===== config.mk =====
export PLATFORM = sky130hd
export DESIGN_NAME = wb_rr_arbiter
export DESIGN_NICKNAME = d
export VERILOG_FILES = /design/src/rtl/wb_rr_arbiter.sv
export SDC_FILE = /design/constraint.sdc
export NUM_CORES = 1
export LEC_CHECK = 0
export CAP_MARGIN = 20
export CORE_AREA = 2 2 39 41
export CTS_BUF_LIST = sky130_fd_sc_hd__clkbuf_2 sky130_fd_sc_hd__clkbuf_4 sky130_fd_sc_hd__clkbuf_8
export CTS_CLUSTER_SIZE = 16
export DETAILED_ROUTE_END_ITERATION = 6
export DIE_AREA = 0 0 41 43
export PLACE_DENSITY = 0.59
export SLEW_MARGIN = 10
export SYNTH_ARGS = -nofsm -noshare
export SYNTH_HDL_FRONTEND = slang
export SYNTH_SLANG_ARGS = --single-unit

===== constraint.sdc =====
create_clock -name clk_i -period 1.9 [get_ports clk_i]
set_input_delay 0.285 -clock clk_i [delete_from_list [all_inputs] [get_ports clk_i]]
set_output_delay 0.285 -clock clk_i [all_outputs]
set_load 0.05 [all_outputs]

===== src/rtl/wb_rr_arbiter.sv =====
// ---------------------------------------------------------------------------
// wb_rr_arbiter
//
// Round-robin bus-ownership arbiter for the shared Wishbone crossbar.
// Grants the shared master-to-slave path to one of N_MASTER masters.
// The owner keeps the grant while its cyc is high. An asserted lock holds
// the grant through cyc gaps. Every handover passes through at least one
// cycle with no grant.
//
// Optional watchdog: define WB_ARB_TIMEOUT_EN to build a stall counter. The
// counter pulses timeout_o after TIMEOUT_CYCLES consecutive stalled strobes
// from the owner. With the macro undefined, timeout_o is tied low.
//
// Ports:
//   clk_i        clock
//   rst_i        synchronous active-high reset
//   cyc_i        per-master wb_cyc   [N_MASTER]
//   stb_i        per-master wb_stb   [N_MASTER]
//   lock_i       per-master wb_lock  [N_MASTER]
//   ack_i        muxed slave ack (watchdog only)
//   err_i        muxed slave err (watchdog only)
//   rty_i        muxed slave rty (watchdog only)
//   gnt_o        one-hot grant, or all zero (registered)
//   gnt_idx_o    owner index, meaningful when gnt_valid_o=1 (registered)
//   gnt_valid_o  an owner exists (registered, equals |gnt_o)
//   timeout_o    one-cycle watchdog pulse (registered)
// ---------------------------------------------------------------------------
module wb_rr_arbiter #(
   parameter int N_MASTER       = 2,
   parameter int TIMEOUT_CYCLES = 255,
   parameter int IDXW           = (N_MASTER > 1) ? $clog2(N_MASTER) : 1
) (
   input  logic                clk_i,
   input  logic                rst_i,
   input  logic [N_MASTER-1:0] cyc_i,
   input  logic [N_MASTER-1:0] stb_i,
   input  logic [N_MASTER-1:0] lock_i,
   input  logic                ack_i,
   input  logic                err_i,
   input  logic                rty_i,
   output logic [N_MASTER-1:0] gnt_o,
   output logic [IDXW-1:0]     gnt_idx_o,
   output logic                gnt_valid_o,
   output logic                timeout_o
);

   typedef enum logic [1:0] {
      IDLE,
      BUSY,
      LOCKED
   } state_e;

   state_e              state_q, state_d;
   logic [IDXW-1:0]     owner_q, owner_d;
   logic [IDXW-1:0]     rr_ptr_q, rr_ptr_d;
   logic [N_MASTER-1:0] gnt_q, gnt_d;
   logic                gnt_valid_q, gnt_valid_d;

   logic [IDXW-1:0]     pick;
   logic [IDXW-1:0]     next_ptr;

   // First requester at or above rr_ptr, wrapping to 0.
   always_comb begin
      int unsigned idx;
      logic        found;
      pick  = '0;
      found = 1'b0;
      idx   = 0;
      for (int unsigned i = 0; i < N_MASTER; i++) begin
         idx = 32'(rr_ptr_q) + i;
         if (idx >= N_MASTER) begin
            idx = idx - N_MASTER;
         end
         if (!found && cyc_i[IDXW'(idx)]) begin
            found = 1'b1;
            pick  = IDXW'(idx);
         end
      end
   end

   // Pointer value that follows the current owner, wrapping at N_MASTER-1.
   always_comb begin
      if (owner_q == IDXW'(N_MASTER - 1)) begin
         next_ptr = '0;
      end else begin
         next_ptr = owner_q + IDXW'(1);
      end
   end

   // State register
   always_ff @(posedge clk_i) begin
      if (rst_i) begin
         state_q     <= IDLE;
         owner_q     <= '0;
         rr_ptr_q    <= '0;
         gnt_q       <= '0;
         gnt_valid_q <= 1'b0;
      end else begin
         state_q     <= state_d;
         owner_q     <= owner_d;
         rr_ptr_q    <= rr_ptr_d;
         gnt_q       <= gnt_d;
         gnt_valid_q <= gnt_valid_d;
      end
   end

   // Next-state logic
   always_comb begin
      state_d  = state_q;
      owner_d  = owner_q;
      rr_ptr_d = rr_ptr_q;
      case (state_q)
         IDLE: begin
            if (|cyc_i) begin
               state_d = BUSY;
               owner_d = pick;
            end
         end
         BUSY: begin
            if (!cyc_i[owner_q]) begin
               if (lock_i[owner_q]) begin
                  state_d = LOCKED;
               end else begin
                  state_d  = IDLE;
                  rr_ptr_d = next_ptr;
               end
            end
         end
         LOCKED: begin
            if (cyc_i[owner_q]) begin
               state_d = BUSY;
            end else if (!lock_i[owner_q]) begin
               state_d  = IDLE;
               rr_ptr_d = next_ptr;
            end
         end
         default: begin
            state_d = IDLE;
         end
      endcase
   end

   // Output logic: grant registers follow the next state, so a release
   // clears gnt_o in the same edge that returns the FSM to IDLE. The IDLE
   // arbitration cycle that follows guarantees the zero-grant gap.
   always_comb begin
      gnt_d       = '0;
      gnt_valid_d = 1'b0;
      if (state_d != IDLE) begin
         gnt_d[owner_d] = 1'b1;
         gnt_valid_d    = 1'b1;
      end
   end

   assign gnt_o       = gnt_q;
   assign gnt_idx_o   = owner_q;
   assign gnt_valid_o = gnt_valid_q;

`ifdef WB_ARB_TIMEOUT_EN
   localparam int CW = $clog2(TIMEOUT_CYCLES + 1);

   logic [CW-1:0] wd_cnt_q, wd_cnt_d;
   logic          timeout_q, timeout_d;
   logic          term;

   assign term = ack_i | err_i | rty_i;

   always_comb begin
      wd_cnt_d  = wd_cnt_q;
      timeout_d = 1'b0;
      if (state_q == IDLE || state_d == IDLE) begin
         // No owner now or ownership ends this cycle
         wd_cnt_d = '0;
      end else if (state_q == BUSY && stb_i[owner_q] && !term) begin
         if (wd_cnt_q == CW'(TIMEOUT_CYCLES - 1)) begin
            timeout_d = 1'b1;
            wd_cnt_d  = '0;
         end else begin
            wd_cnt_d = wd_cnt_q + CW'(1);
         end
      end else if (!stb_i[owner_q] || term) begin
         wd_cnt_d = '0;
      end
   end

   always_ff @(posedge clk_i) begin
      if (rst_i) begin
         wd_cnt_q  <= '0;
         timeout_q <= 1'b0;
      end else begin
         wd_cnt_q  <= wd_cnt_d;
         timeout_q <= timeout_d;
      end
   end

   assign timeout_o = timeout_q;
`else
   logic unused_wd;
   assign unused_wd = ^{stb_i, ack_i, err_i, rty_i, (32'(TIMEOUT_CYCLES) != 0)};
   assign timeout_o = 1'b0;
`endif

endmodule


# --- Yosys cells after proc, flatten, opt, wreduce, memory -nomap -nowiden ---
# Cells that the tools add are included.
totals:
  ff_bits: 7
  latch_bits: 0
  ramBits: 0
  mem_bits_ro: 0
  input_bits: 11
  out_inout_bits: 5
  mem_count: 0
classes:
  n_addsub: 4
  mul: 0
  div_mod_pow: 0
  order_cmp: 7
  eq_ne: 2
  shift: 0
  n_mux: 25
  bitwise: 3
  reduce_logical: 9
ops:
  columns: ["op", "n"]
  rows:
  - ["$mux W1", 18]
  - ["$mux W2", 5]
  - ["$lt A1 B2 Y1 const B", 4]
  - ["$pmux W2 S3", 1]
  - ["$reduce_or A2 Y1", 3]
  - ["$not A1 Y1", 3]
  - ["$reduce_and A3 Y1", 1]
  - ["$add A1 B1 Y2 const B", 1]
  - ["$eq A2 B1 Y1 const B", 1]
  - ["$eq A2 B2 Y1 const B", 1]
  - ["$ge A1 B2 Y1 const B", 1]
  - ["$ge A2 B2 Y1 const B", 1]
  - ["$logic_and A1 B1 Y1", 2]
  - ["$logic_not A2 Y1", 1]
  - ["$reduce_bool A2 Y1", 1]
  - ["$sub A1 B1 Y1 const B", 2]
  - ["$add A1 B1 Y1 const B", 1]
  - ["$demux W1 S1", 1]
  - ["$ge A1 B1 Y1 const B", 1]
  - ["$logic_not A1 Y1", 1]

# --- Depth between registers and ports, before layout ---
# Gate-level depths: netlist of the first run.
depth:
  word_depth: 14
  depth_mapped: 6
  mapped_depth_nobuf: 6

# --- Worst setup path before layout of the first run ---
# OpenSTA, ideal clock, no wires.
synth_path:
  path_type: "flip-flop to flip-flop"
  start: "reg owner_q, in the netlist gnt_idx_o"
  end: "reg gnt_q[1], in the netlist gnt_o[1]"
  setup_time_ns: 0.088
  arrival_time_ns: 1.707
  required_ns: 1.812
  path_slack_ns: 0.105
  path_stages_with_launch: 5
  n_path_buf: 0
  synth_period_minus_slack_ns: 1.795
  path_cell_list: "dfxtp_1 -> mux2i_1 -> nor3_1 -> o311a_1 -> nor4_2"
synth_between:
  elab_chain_len: 8
  word_cells_on_any_way: 19
synth_rtl:
  columns: ["item", "line_no", "source"]
  rows:
  - ["from (decl)", "54", "logic [IDXW-1:0] owner_q, owner_d;"]
  - ["from (signal assigned)", "100", "owner_q <= owner_d;"]
  - ["$mux W1 (implied by the code) (2 in series)", "121, 132", null]
  - ["$mux W2, on equally long branches", "132, 121", null]
  - ["$mux W2, on equally long branches", "130, 120", null]
  - ["$pmux W2 S3", "112", "case (state_q)"]
  - ["$reduce_bool A2 Y1", "149", "if (state_d != IDLE) begin"]
  - ["$not A1 Y1 (no line)", null, null]
  - ["$reduce_or A2 Y1 (no line)", null, null]
  - ["to (signal assigned)", "102", "gnt_q <= gnt_d;"]
  - ["to (decl)", "56", "logic [N_MASTER-1:0] gnt_q, gnt_d;"]
# Several ways; a longest one is shown, not always the timed one. The select of a mux whose other input is x is not followed.
# A chain may end at the register's enable or synchronous reset.

# --- Worst setup path after layout of the first run ---
layout_path:
  start: "reg gnt_valid_q, in the netlist gnt_valid_o"
  end: "out gnt_valid_o"
layout_lines:
  columns: ["item", "line_no", "source"]
  rows:
  - ["from (decl)", "57", "logic gnt_valid_q, gnt_valid_d;"]
  - ["from (signal assigned)", "103", "gnt_valid_q <= gnt_valid_d;"]
  - ["to (decl)", "43", "output logic gnt_valid_o,"]
# No word-level cell between the ends.

==> results of run 1 <==
-- kinds of logic (layout without fill, tap and decap cells) --
group | after synthesis | after routing | synth area share (%)
compound gates | 14 | 14 | 25.1
mux | 1 | 1 | 2.54
other cells | 1 | 1 | 0.951
fa+ha+maj | 4 | 4 | 12.7
buf+inv | 3 | 19 | 3.81
simple gates | 15 | 15 | 19.4
flops | 7 | 7 | 35.6
-- metal layers --
layer,GRT usage (%),share of wire (%)
met2,14.4,40
met1,14.8,54
met5,0,0
met4,6.00,1.7
met3,4.71,3.8
-- power by group through the flow --
stage                     Combinational (mW)  Clock (mW)  Sequential, mW
after floorplan                       0.0866           0           0.228
after global routing                   0.210       0.164           0.185
final                                  0.192       0.146           0.183
after detailed placement               0.192           0           0.187
after CTS                              0.193       0.154           0.183
after global placement                 0.192           0           0.185
-- cell type report --
| class | instances | area, um2 | area share, % |
|---|---|---|---|
| inverter | 2 | 7.51 | 1.35 |
| multi-input combinational | 35 | 239 | 43.1 |
| clock buffer | 4 | 30.0 | 5.42 |
| sequential | 7 | 140 | 25.3 |
| timing repair buffer | 13 | 118 | 21.2 |
| tap | 16 | 20.0 | 3.61 |
-- synthesized netlist by cell type --
library cell  instances  area, um2
mux2i_1               1       10.0
a21boi_0              2       15.0
o32ai_1               1       8.76
o311a_1               1       10.0
ha_1                  4       50.1
o22a_1                1       8.76
inv_1                 2       7.51
a21oi_1               4       20.0
conb_1                1       3.75
nand2_1               3       11.3
nand3_1               3       15.0
nand2b_1              1       6.26
nor2_1                4       15.0
o21ai_0               1       5.00
o22ai_1               1       6.26
a21o_1                1       7.51
nor4_2                1       12.5
nor3_1                2       10.0
a311oi_1              1       8.76
a31o_2                1       8.76
and3_1                1       6.26
dfxtp_1               7        140
buf_4                 1       7.51
-- path summary, 6_finish.rpt --
kind | startpoint | endpoint | slack [ps] | depth (start not counted)
setup reg to reg | state_q[1]$_SDFF_PP0_ | gnt_valid_o$_SDFF_PP0_ | 310 | 6
hold / removal | rr_ptr_q$_SDFFE_PP0P_ | rr_ptr_q$_SDFFE_PP0P_ | 530 | 2
setup / recovery | gnt_valid_o$_SDFF_PP0_ | gnt_valid_o | 280 | 1
hold reg to reg | rr_ptr_q$_SDFFE_PP0P_ | rr_ptr_q$_SDFFE_PP0P_ | 530 | 2
-- sequential cells by signal (all words and copies together) (netlist names) --
signal / count
gnt_idx_o: 1
gnt_o: 2
gnt_valid_o: 1
rr_ptr_q: 1
state_q: 2
-- through the flow --
step	hold slack (ps)	setup WS [ps]	instances
floorplan	357	105	45
detailed placement	523	133	73
global route	554	139	77
CTS	528	259	77
finish	526	278	77
global placement	509	110	73
==> results.yml, run 1 <==
clock_network:
  post-cts-setup-buffers: 0
  clk_pin_slew_ps: 50
  hold_buffers: 0
  numCtsBuffers: 3
  post_cts_resized: 0
  max-clock-path-buffers: 2
  cts.sink_count: 7
  worstSkewPairLatency_ps: 240
  clock_tree.root_cell: "clkbuf_4"
  cts_tree: "built"
  h-tree-depth: 1
pwr:
  p_leak_nw: 0.225
  share_seq_of_total_power_pct: 35.1
  net-switching-power_mw: 0.179
  combinationalPowerShare_pct: 36.9
  internal_power_mw: 0.341
  power.density_mw_per_mm2: 939
  max-vdd-ir-drop_mv: 0.406
  clock_power_share_pct: 28.0
  power.share.switching_pct: 34.4
  overall_power_of_the_completed_layout_mw: 0.520
placement:
  dpl_cell_area_um2: 524
  gp_congestion: 0.821
  port-buffer-count: 9
  hpwl_um: 665
final_layout:
  finalInstanceArea_um2: 554
  fillers: 141
  antenna_cells_inserted: 0
  final_nets: 77
  utilization_pct: 40.1
  final_cell_mix: "8 x clkdlybuf4s50_1, 7 x dfxtp_1, 5 x buf_4"
  final_layout_size_suffix_gt1_share_pct: 18.0
  syn_to_final_growth_pct: 40.6
  layout.cells.most_common: "clkdlybuf4s50_1"
logic_synthesis:
  synth_fp_nets: 60
  synth.ff_latch_count: 7
  ys_warn_count: 0
  postSynthCellCount: 45
  seq_area_frac_synth_pct: 35.6
  synth_area_um2: 394
  synth_cell_type_count: 23
  synthesis.area_per_instance_um2: 8.76
setup_path:
  worst_path_max_delay_cell: "clkdlybuf4s50_1"
  criticalPathCategory: "reg -> out"
  worst-endpoint-required_ps: 1620
  critical_path.cell_chain: "clkdlybuf4s50_1"
  start_kind: "flop"
  crit_buf_inv: 1
  cpPeakStageDelay_ps: 790
  critical_path_peak_fanout: 1
  worst_ep_arrival_time_ps: 1340
  critical-path-top-delay-family: "buffers and inverters"
  setup.worst_path.end_class: "primary output"
sta:
  final-hold-violation-count: 0
  period_share_pct: 85.3
  clock_skew_ps: 4.51
  finalSetupViolations: 0
  fmax_mhz: 617
  period_needed_ps: 1620
  setup_repair_after_global_routing_missed_its_margin: "false"
  setup_total_negative_slack_ps: 0
  maxSlewViolCount: 0
global_routing:
  congestion_overflow_gr: 0
  first_global_vias: 310
  grt_first_pass_wirelength_um: 1260
  pin_count_of_the_biggest_net_entering_global_routing: 8
  grt_antenna_before_repair: 0
  grt_usage_pct: 11.0
floorplan:
  die_width_um: 41
  start_util_pct: 28.5
  fp.dieArea_mm2: 0.00176
  die-height_um: 43
  standard_cell_core_area_mm2: 0.00138
  io_pins: 16
  num_rows: 14
drt:
  route.detailed.drc: 0
  vias: 369
  wl_per_cell_um: 10.7
  drt.antenna.violating_nets: 0
  avgViaCountPerCell: 4.79
  first_pass_iters: 4
  first_iter_violations: 8
  postRouteWirelength_um: 825
run:
  maxCapViolCount: 0
outcome:
  result_of_the_run: "finished, final reports clean"
worst_hold_path:
  min_delay_worst_type: "reg -> reg"
Power figures use the tool's default switching activity.
==> inputs of run 2 (changes only) <==
--- a/config.mk
+++ b/config.mk
@@ -11,7 +11,7 @@
 export CTS_CLUSTER_SIZE = 16
 export DETAILED_ROUTE_END_ITERATION = 6
 export DIE_AREA = 0 0 41 43
-export PLACE_DENSITY = 0.59
+export PLACE_DENSITY = 0.61
 export SLEW_MARGIN = 10
 export SYNTH_ARGS = -nofsm -noshare
 export SYNTH_HDL_FRONTEND = slang
==> constraint.sdc (replaced) <==
create_clock -name clk_i -period 1.4 [get_ports clk_i]
set_input_delay 0.21 -clock clk_i [delete_from_list [all_inputs] [get_ports clk_i]]
set_output_delay 0.21 -clock clk_i [all_outputs]
set_load 0.1 [all_outputs]
==> run 2 against run 1 <==
Sequential share of layout area down 5.4 points. Clock skew hardly changed. Sequential cell count unchanged. Via count up 17%. Global-route usage rose by 2.9 points. Routed wire length grew 34%. Clock-buffer cell count stayed put. Non-clock buffer count increased by 12. First-iteration DRC count grew 38%. Die area stayed put.
==> results.yml, run 2 (synthesis gave the netlist of run 1 again) <==
setup_path:
  worst_path_max_delay_cell: "dfxtp_4"
  cpPeakStageDelay_ps: 350
  setup.worst_path.end_class: "flop"
  crit_buf_inv: 3
  worst-endpoint-required_ps: 1560
  critical_path_peak_fanout: 3
  critical-path-top-delay-family: "flip-flops"
  worst_ep_arrival_time_ps: 1510
  crit_top_cell: "buf_4"
  start_kind: "flop"
  criticalPathCategory: "reg -> reg"
  critical_path.cell_chain: "inv_2 > ha_4 > and3_1 > o22ai_2 > buf_4 > buf_4 > a21boi_0"
global_routing:
  congestion_overflow_gr: 0
  grt_usage_pct: 13.9
  first_global_vias: 404
  grt_first_pass_wirelength_um: 1630
  pin_count_of_the_biggest_net_entering_global_routing: 6
  grt_antenna_before_repair: 0
pwr:
  overall_power_of_the_completed_layout_mw: 0.952
  max-vdd-ir-drop_mv: 0.703
  power.density_mw_per_mm2: 1250
  p_leak_nw: 0.316
clock_network:
  hold_buffers: 0
  cts_tree: "built"
  max-clock-path-buffers: 2
  h-tree-depth: 1
  numCtsBuffers: 3
  clk_pin_slew_ps: 50
  cts.sink_count: 7
  worstSkewPairLatency_ps: 250
  clock_tree.root_cell: "clkbuf_4"
sta:
  post-route-worst-setup-slack_ps: 50.7
  finalSetupViolations: 0
  period_needed_ps: 1350
  fmax_mhz: 741
  period_share_pct: 96.4
  maxSlewViolCount: 0
  setup_total_negative_slack_ps: 0
  clock_skew_ps: 4.71
  final-hold-violation-count: 0
run:
  maxCapViolCount: 0
final_layout:
  syn_to_final_growth_pct: 93.7
  layout.cells.most_common: "buf_4"
  fillers: 125
  final_layout_size_suffix_gt1_share_pct: 52.1
  antenna_cells_inserted: 0
  final_cell_mix: "16 x buf_4, 4 x nor2_1, 4 x clkbuf_4, 4 x dfxtp_1, 4 x buf_12"
  finalInstanceArea_um2: 763
  final_nets: 89
placement:
  gp_congestion: 0.797
  dpl_cell_area_um2: 651
  detailedPlace.worstSlack_ps: -403
  port-buffer-count: 9
  hpwl_um: 773
floorplan:
  start_util_pct: 28.5
  fp.dieArea_mm2: 0.00176
  io_pins: 16
  die-height_um: 43
  standard_cell_core_area_mm2: 0.00138
  num_rows: 14
  die_width_um: 41
drt:
  drt.antenna.violating_nets: 0
  vias: 432
  first_pass_iters: 4
  postRouteWirelength_um: 1110
  first_iter_violations: 11
  avgViaCountPerCell: 4.85
  wl_per_cell_um: 12.4
  route.detailed.drc: 0
worst_hold_path:
  min_delay_worst_type: "reg -> reg"
outcome:
  result_of_the_run: "finished, final reports clean"
[run 2: cell types whose count changed in the layout (fill, tap and decap cells not counted), sizes merged]
| cell | delta |
|---|---|
| dlygate4sd2 | +2 |
| clkdlybuf4s50 | -5 |
| buf | +15 |
[run 2: report_power, final]
| part | switching (mW) | leakage [nW] | internal (mW) | total, mW |
|---|---|---|---|---|
| registers | 0.0320 | 0.0597 | 0.229 | 0.261 |
| clock network | 0.0709 | 0.0184 | 0.128 | 0.199 |
| logic | 0.266 | 0.238 | 0.226 | 0.492 |
[run 2: worst paths after layout]
check,to,slack [ps],start,cells after the start
setup / recovery,state_q[0]$_SDFF_PP0_,50,state_q[1]$_SDFF_PP0_,7
hold / removal,rr_ptr_q$_SDFFE_PP0P_,530,rr_ptr_q$_SDFFE_PP0P_,2
setup reg to reg,state_q[0]$_SDFF_PP0_,50,state_q[1]$_SDFF_PP0_,7
hold reg to reg,rr_ptr_q$_SDFFE_PP0P_,530,rr_ptr_q$_SDFFE_PP0P_,2
[run 2: cell type report]
type                            count  area (um2)  share of cell area, %
Clock buffer                        4        30.0                   3.93
Inverter                            2        10.0                   1.31
Multi-Input combinational cell     35         304                   39.8
Sequential cell                     7         151                   19.8
Tap cell                           16        20.0                   2.62
Timing Repair Buffer               25         248                   32.5
[run 2: worst min-delay path, cell delays in order (launching register included)]
cell	delay, ps
dfxtp_1	310
a21oi_1	120
a311oi_1	60
[run 2: what timing repair did]
item	in CTS	in global routing
setup endpoints to repair	4	3
resized for setup	7	11
pin swaps	2	3
buffers inserted	1	2
[run 2: metrics by stage]
step           utilization (%)  std cells  hold slack [ps]
6_report                  55.2         89              535
4_1_cts                   50.5         87              538
5_1_grt                   55.2         89              559
2_1_floorplan                -         45              273
3_3_place_gp              47.0         82              512
3_5_place_dp              47.0         82              526
[run 2: layer usage]
metal	track usage [%]	vias to the layer above	part of all wire, %
met5	0	-	0
met4	8.00	0	0
met3	4.71	0	4.2
met2	20.3	9	53
met1	16.9	204	42
li1	-	219	-
